$ cat src/rtl/spi_reg_ctrl_if.sv
// Bus between the byte-level spi slave / pin side and the register sequencer.
interface spi_reg_ctrl_if #(
  parameter int unsigned NREGS = 16
);
  logic                 ss;
  logic [7:0]           rx_byte;
  logic                 rx_done;
  logic [7:0]           tx_byte;
  logic [NREGS*8-1:0]   regs;
  logic                 wr_stb;
  logic [6:0]           wr_addr;
  logic                 busy;

  // Side that feeds ss and received bytes, and consumes the register outputs.
  modport master (
    output ss, rx_byte, rx_done,
    input  tx_byte, regs, wr_stb, wr_addr, busy
  );

  // The register sequencer.
  modport slave (
    input  ss, rx_byte, rx_done,
    output tx_byte, regs, wr_stb, wr_addr, busy
  );
endinterface

$ cat src/rtl/spi_reg_ctrl.sv
// Command sequencer: turns ss-framed byte streams from the spi slave into
// reads/writes of an NREGS x 8 register file. Byte 0 of a frame is
// {rw, addr[6:0]}; following bytes are data with auto-incrementing address.
// Address 0 is a read-only ID register.
module spi_reg_ctrl #(
  parameter int unsigned NREGS    = 16,
  parameter logic [7:0]  ID_VALUE = 8'hA5
) (
  input  logic          clk,
  input  logic          rst,
  spi_reg_ctrl_if.slave bus
);

  localparam int unsigned AW     = $clog2(NREGS);
  localparam logic [7:0]  NREGS8 = 8'(NREGS);

  typedef enum logic [1:0] {IDLE, CMD, DATA} state_t;

  state_t      state, nxt_state;
  logic        rw, nxt_rw;
  logic [6:0]  addr, nxt_addr;
  logic [7:0]  tx_byte, nxt_tx;
  logic        we;
  logic        wr_stb;
  logic [6:0]  wr_addr;
  logic        ss_meta, ss_s;
  logic        done_q, done_q2;
  logic        byte_ev;
  logic [7:0]  mem [1:NREGS-1];

  function automatic logic in_range(input logic [6:0] a);
    return ({1'b0, a} < NREGS8);
  endfunction

  function automatic logic [7:0] rd(input logic [6:0] a);
    if (a == 7'd0)
      return ID_VALUE;
    else if (in_range(a))
      return mem[a[AW-1:0]];
    else
      return 8'h00;
  endfunction

  // Two-flop ss synchronizer (idles high) and rx_done edge-detect flops.
  always_ff @(posedge clk or negedge rst) begin
    if (!rst) begin
      ss_meta <= 1'b1;
      ss_s    <= 1'b1;
      done_q  <= 1'b0;
      done_q2 <= 1'b0;
    end else begin
      ss_meta <= bus.ss;
      ss_s    <= ss_meta;
      done_q  <= bus.rx_done;
      done_q2 <= done_q;
    end
  end

  assign byte_ev = done_q & ~done_q2;

  // Sequencer state, command fields and outgoing byte.
  always_ff @(posedge clk or negedge rst) begin
    if (!rst) begin
      state   <= IDLE;
      rw      <= 1'b0;
      addr    <= '0;
      tx_byte <= ID_VALUE;
      wr_stb  <= 1'b0;
      wr_addr <= '0;
    end else begin
      state   <= nxt_state;
      rw      <= nxt_rw;
      addr    <= nxt_addr;
      tx_byte <= nxt_tx;
      wr_stb  <= we;
      if (we)
        wr_addr <= addr;
    end
  end

  // Next-state logic; the frame-close override sits after the case so a
  // byte arriving on the closing clock is still handled (write lands).
  always_comb begin
    nxt_state = state;
    nxt_rw    = rw;
    nxt_addr  = addr;
    nxt_tx    = tx_byte;
    we        = 1'b0;
    case (state)
      IDLE: begin
        nxt_tx = ID_VALUE;
        if (!ss_s)
          nxt_state = CMD;
      end
      CMD: begin
        if (byte_ev) begin
          nxt_rw    = bus.rx_byte[7];
          nxt_addr  = bus.rx_byte[6:0];
          nxt_state = DATA;
          if (bus.rx_byte[7]) begin
            nxt_tx   = rd(bus.rx_byte[6:0]);
            nxt_addr = bus.rx_byte[6:0] + 7'd1;
          end else begin
            nxt_tx = 8'h00;
          end
        end
      end
      DATA: begin
        if (byte_ev) begin
          nxt_addr = addr + 7'd1;
          if (rw) begin
            nxt_tx = rd(addr);
          end else begin
            nxt_tx = 8'h00;
            we     = (addr != 7'd0) && in_range(addr);
          end
        end
      end
      default: nxt_state = IDLE;
    endcase
    if (ss_s) begin
      nxt_state = IDLE;
      nxt_tx    = ID_VALUE;
    end
  end

  // Register file write port; entry 0 does not exist (ID is a constant).
  always_ff @(posedge clk or negedge rst) begin
    if (!rst) begin
      for (int unsigned i = 1; i < NREGS; i++)
        mem[i[AW-1:0]] <= '0;
    end else if (we) begin
      mem[addr[AW-1:0]] <= bus.rx_byte;
    end
  end

  // Flatten the register file onto the output bus, reg 0 tied to the ID.
  always_comb begin
    bus.regs      = '0;
    bus.regs[7:0] = ID_VALUE;
    for (int unsigned i = 1; i < NREGS; i++)
      bus.regs[8*i +: 8] = mem[i[AW-1:0]];
  end

  assign bus.tx_byte = tx_byte;
  assign bus.wr_stb  = wr_stb;
  assign bus.wr_addr = wr_addr;
  assign bus.busy    = (state != IDLE);

endmodule
$ cat src/flat_wrapper.sv
// flat-port wrapper written by rule: the top's interface ports become plain ports
module spi_reg_ctrl_flat 
#(
  parameter int unsigned NREGS    = 16,
  parameter logic [7:0]  ID_VALUE = 8'hA5
)
  (clk, rst, bus_ss, bus_rx_byte, bus_rx_done, bus_tx_byte, bus_regs, bus_wr_stb, bus_wr_addr, bus_busy);
  spi_reg_ctrl_if #(.NREGS(NREGS)) bus_i ();
  input  logic clk;
  input  logic rst;
  input wire logic [$bits(bus_i.ss)-1:0] bus_ss;
  input wire logic [$bits(bus_i.rx_byte)-1:0] bus_rx_byte;
  input wire logic [$bits(bus_i.rx_done)-1:0] bus_rx_done;
  output wire logic [$bits(bus_i.tx_byte)-1:0] bus_tx_byte;
  output wire logic [$bits(bus_i.regs)-1:0] bus_regs;
  output wire logic [$bits(bus_i.wr_stb)-1:0] bus_wr_stb;
  output wire logic [$bits(bus_i.wr_addr)-1:0] bus_wr_addr;
  output wire logic [$bits(bus_i.busy)-1:0] bus_busy;
  assign bus_i.ss = bus_ss;
  assign bus_i.rx_byte = bus_rx_byte;
  assign bus_i.rx_done = bus_rx_done;
  assign bus_tx_byte = bus_i.tx_byte;
  assign bus_regs = bus_i.regs;
  assign bus_wr_stb = bus_i.wr_stb;
  assign bus_wr_addr = bus_i.wr_addr;
  assign bus_busy = bus_i.busy;
  spi_reg_ctrl #(.NREGS(NREGS), .ID_VALUE(ID_VALUE)) u_core (.clk(clk), .rst(rst), .bus(bus_i));
endmodule
$ cat config.mk
export PLATFORM = sky130hd
export DESIGN_NAME = spi_reg_ctrl_flat
export DESIGN_NICKNAME = d
export VERILOG_FILES = /design/src/rtl/spi_reg_ctrl_if.sv /design/src/rtl/spi_reg_ctrl.sv /design/src/flat_wrapper.sv
export SDC_FILE = /design/constraint.sdc
export NUM_CORES = 1
export LEC_CHECK = 0
export ABC_AREA = 1
export BUFFER_PORTS_ARGS = -buffer_cell sky130_fd_sc_hd__buf_2
export CAP_MARGIN = 20
export CORE_UTILIZATION = 52
export DETAILED_ROUTE_END_ITERATION = 7
export HOLD_SLACK_MARGIN = 0.1
export PLACE_DENSITY = 0.87
export SLEW_MARGIN = 20
export SYNTH_ARGS = -nofsm -noshare
export SYNTH_HDL_FRONTEND = slang
export SYNTH_SLANG_ARGS = --single-unit
$ cat constraint.sdc
create_clock -name clk -period 2.1 [get_ports clk]
set_clock_uncertainty 0.1 [all_clocks]
set_input_delay 0.21 -clock clk [delete_from_list [all_inputs] [get_ports clk]]
set_output_delay 0.21 -clock clk [all_outputs]
set_load 0.02 [all_outputs]
==> results.json <==
{
  "route.met2.wl_mm": 13.5,
  "rows": 48,
  "grt_pass1_vias": 8481,
  "endpoint_kind": "flip-flop",
  "min_period_ns": 2.03,
  "cp-start-kind": "input pin",
  "tightestPinTransition_ns": 0.558,
  "initial_core_util_pct": 53.2,
  "slew_headroom_pct": 62.7,
  "setup_viol": 0,
  "cts_htree_levels": 4,
  "grt_remaining_overflow": 0,
  "crit_fanout": 17,
  "p_leak_nw": 5.95,
  "final_common_cell": "nand2_1",
  "holdWs_ns": 0.130,
  "ys_seq_area_share_pct": 40.8,
  "grt_max_degree": 51,
  "synth_top_flop_cell": "dfrtp_1",
  "wl_met3_mm": 2.31,
  "syn_avg_cell_area_um2": 7.19,
  "cap_violations": 0,
  "drt-met1-wl_mm": 12.2,
  "total_power_mw": 10.4,
  "synth_warnings": 0,
  "drive_gt1_share_pct": 23.7,
  "pwr-share-clk_pct": 27.6,
  "hold_viol_final": 0,
  "hold_class": "input pin to flip-flop",
  "worstPathRequired_ns": 2.31,
  "placed_area_um2": 10200,
  "clock_sinks": 150,
  "routabilityCongestion": 0.936,
  "maxSlewViolCount": 0,
  "finalWirelength_mm": 29.1,
  "drt-pass1-iter-count": 6,
  "antenna_found_initial": 1,
  "top_layer": "met4",
  "dp_hpwl_mm": 20.3,
  "wl_per_cell_um": 17.5,
  "cell_internal_pwr_mw": 6.03,
  "fin_crit_sh_pct": 96.5,
  "fmax_mhz": 493,
  "clock_path_buffers": 2,
  "synth-seq-cells": 150,
  "crit_type": "input pin to flip-flop",
  "die_w_um": 135,
  "seq_power_share_pct": 32.8,
  "synthCells": 1281,
  "clk_pin_slew_worst_paths_ns": 0.06,
  "fillers": 1459,
  "cts_tree": "done",
  "clk_latency_ns": 0.43,
  "p_per_area_nw_per_um2": 945,
  "synth-edff-count": 0,
  "async_reset_ff_share_pct": 100,
  "peakVddDrop_mv": 0.595,
  "switching_share_pct": 42.0,
  "io_buffers": 148,
  "numCtsBuffers": 17,
  "p_sw_mw": 4.37,
  "fin_nets": 1451,
  "die_h_um": 135,
  "final_cell_mix": "523 x nand2_1, 147 x buf_2, 143 x dfrtp_1",
  "grt_usage_pct": 31.9,
  "grt_pass1_wl_mm": 44.5,
  "core_um2": 17300,
  "power_frac_comb_pct": 39.6,
  "final_util_pct": 63.6,
  "drt_iter0_drc": 1060,
  "num_vias": 9234,
  "viasPerCell": 5.54,
  "postRouteAntennaNets": 0,
  "ys_types": 32,
  "cts-root-buf": "clkbuf_16",
  "dieArea_um2": 18200,
  "ios": 157,
  "status": "complete, no violations",
  "arrival_ns": 2.23,
  "drc": 0,
  "design_area_um2": 11000,
  "syn-cell-area_um2": 9210,
  "area_growth_syn_to_layout_pct": 19.5
}
per-stage QoR:
step / std cells / setup TNS (ns) / setup slack, ns
4_1_cts: 1656 / 0 / 0.00276
3_5_place_dp: 1621 / 0 / 0.0121
3_3_place_gp: 1621 / 0 / 0.0759
6_report: 1667 / 0 / 0.0729
2_1_floorplan: 1287 / -0.285 / -0.0365
5_1_grt: 1667 / -0.0205 / -0.0121
metal layers:
metal / vias up / global-route usage (%)
met2: 502 / 49.3
li1: 4321 / -
met1: 4312 / 42.5
met5: - / 0
met3: 99 / 6.19
met4: 0 / 16.4
timing repair:
item,in CTS,in global routing
buffers inserted,0,6
setup endpoints to repair,0,129
gates resized for setup,0,17
hold buffers,4,0
hold endpoints to repair,150,0
kinds of logic after synthesis:
group                    count (synthesis)  share of synthesized area, %
other                                    2                        0.0815
buffers and inverters                  216                          11.0
AO/OA/AOI/OAI                          202                          14.3
adder cells (fa/ha/maj)                 10                          1.36
AND/OR/NAND/NOR                        697                          32.0
flip-flops                             150                          40.8
XOR/XNOR                                 4                         0.380
worst max-delay path, cell delays in order:
cell	delay, ns
dlygate4sd3_1	0.56
buf_2	0.16
buf_4	0.25
ha_1	0.21
nand3_1	0.13
nor2_1	0.11
nand2_1	0.07
nor2_1	0.13
xor2_1	0.17
nand2_1	0.07
o211ai_1	0.08
nand2_1	0.07
Yosys cell counts (4+ instances only):
cell type	instances	area share [%]
o21ai_0	47	2.6
nor2_1	48	2.0
ha_1	10	1.4
buf_4	10	0.82
dfstp_2	6	1.7
o211ai_1	21	1.7
nand2_4	9	1.1
nand3_4	6	1.1
a21oi_1	9	0.49
o21ai_2	67	6.4
buf_2	30	1.6
buf_6	16	2.0
inv_2	4	0.16
inv_1	130	5.3
dfrtp_1	144	39
clkbuf_1	23	0.94
nand3_1	95	5.2
nand2_1	530	22
o21ai_1	56	3.0
final timing paths:
kind | slack, ns | cells past startpoint | end | from
setup / recovery | 0.07 | 12 | u_core.addr[6] | bus_rx_byte[1]
hold / removal | 0.13 | 5 | u_core.addr[5] | bus_rx_byte[4]
setup reg to reg | 0.11 | 10 | u_core.bus.regs[52] | u_core.state[0]
hold reg to reg | 0.26 | 0 | u_core.ss_s | u_core.ss_meta
max in group asynchronous | 1.09 | 3 | u_core.bus.tx_byte[7] | rst
min in group asynchronous | 0.18 | 2 | u_core.bus.regs[8] | rst
area by class of cell:
cell class | instances | area, um2 | share of cell area (%)
Clock inverter | 12 | 108 | 0.978
Clock buffer | 19 | 433 | 3.93
Sequential cell | 150 | 3760 | 34.2
Timing Repair Buffer | 200 | 1270 | 11.6
Tap cell | 225 | 282 | 2.56
Multi-Input combinational cell | 925 | 4620 | 42.0
Inverter | 135 | 522 | 4.74
Antenna cell | 1 | 2.50 | 0.0227
flip-flops by register name, summed over array words and instances (netlist names), 2 cells and up:
signal / count
u_core.bus.regs: 120
u_core.bus.wr_addr: 7
u_core.addr: 7
u_core.state: 2
u_core.bus.tx_byte: 8
power by group through the flow:
stage,Combinational (mW),Clock [mW],Sequential (mW)
2_1_floorplan,2.54,0,3.58
3_3_place_gp,3.78,0,3.44
5_1_grt,4.43,3.01,3.44
6_report,4.12,2.87,3.42
3_5_place_dp,3.85,0,3.45
4_1_cts,3.89,2.88,3.40
No activity file was read; power rests on OpenSTA's default activity.
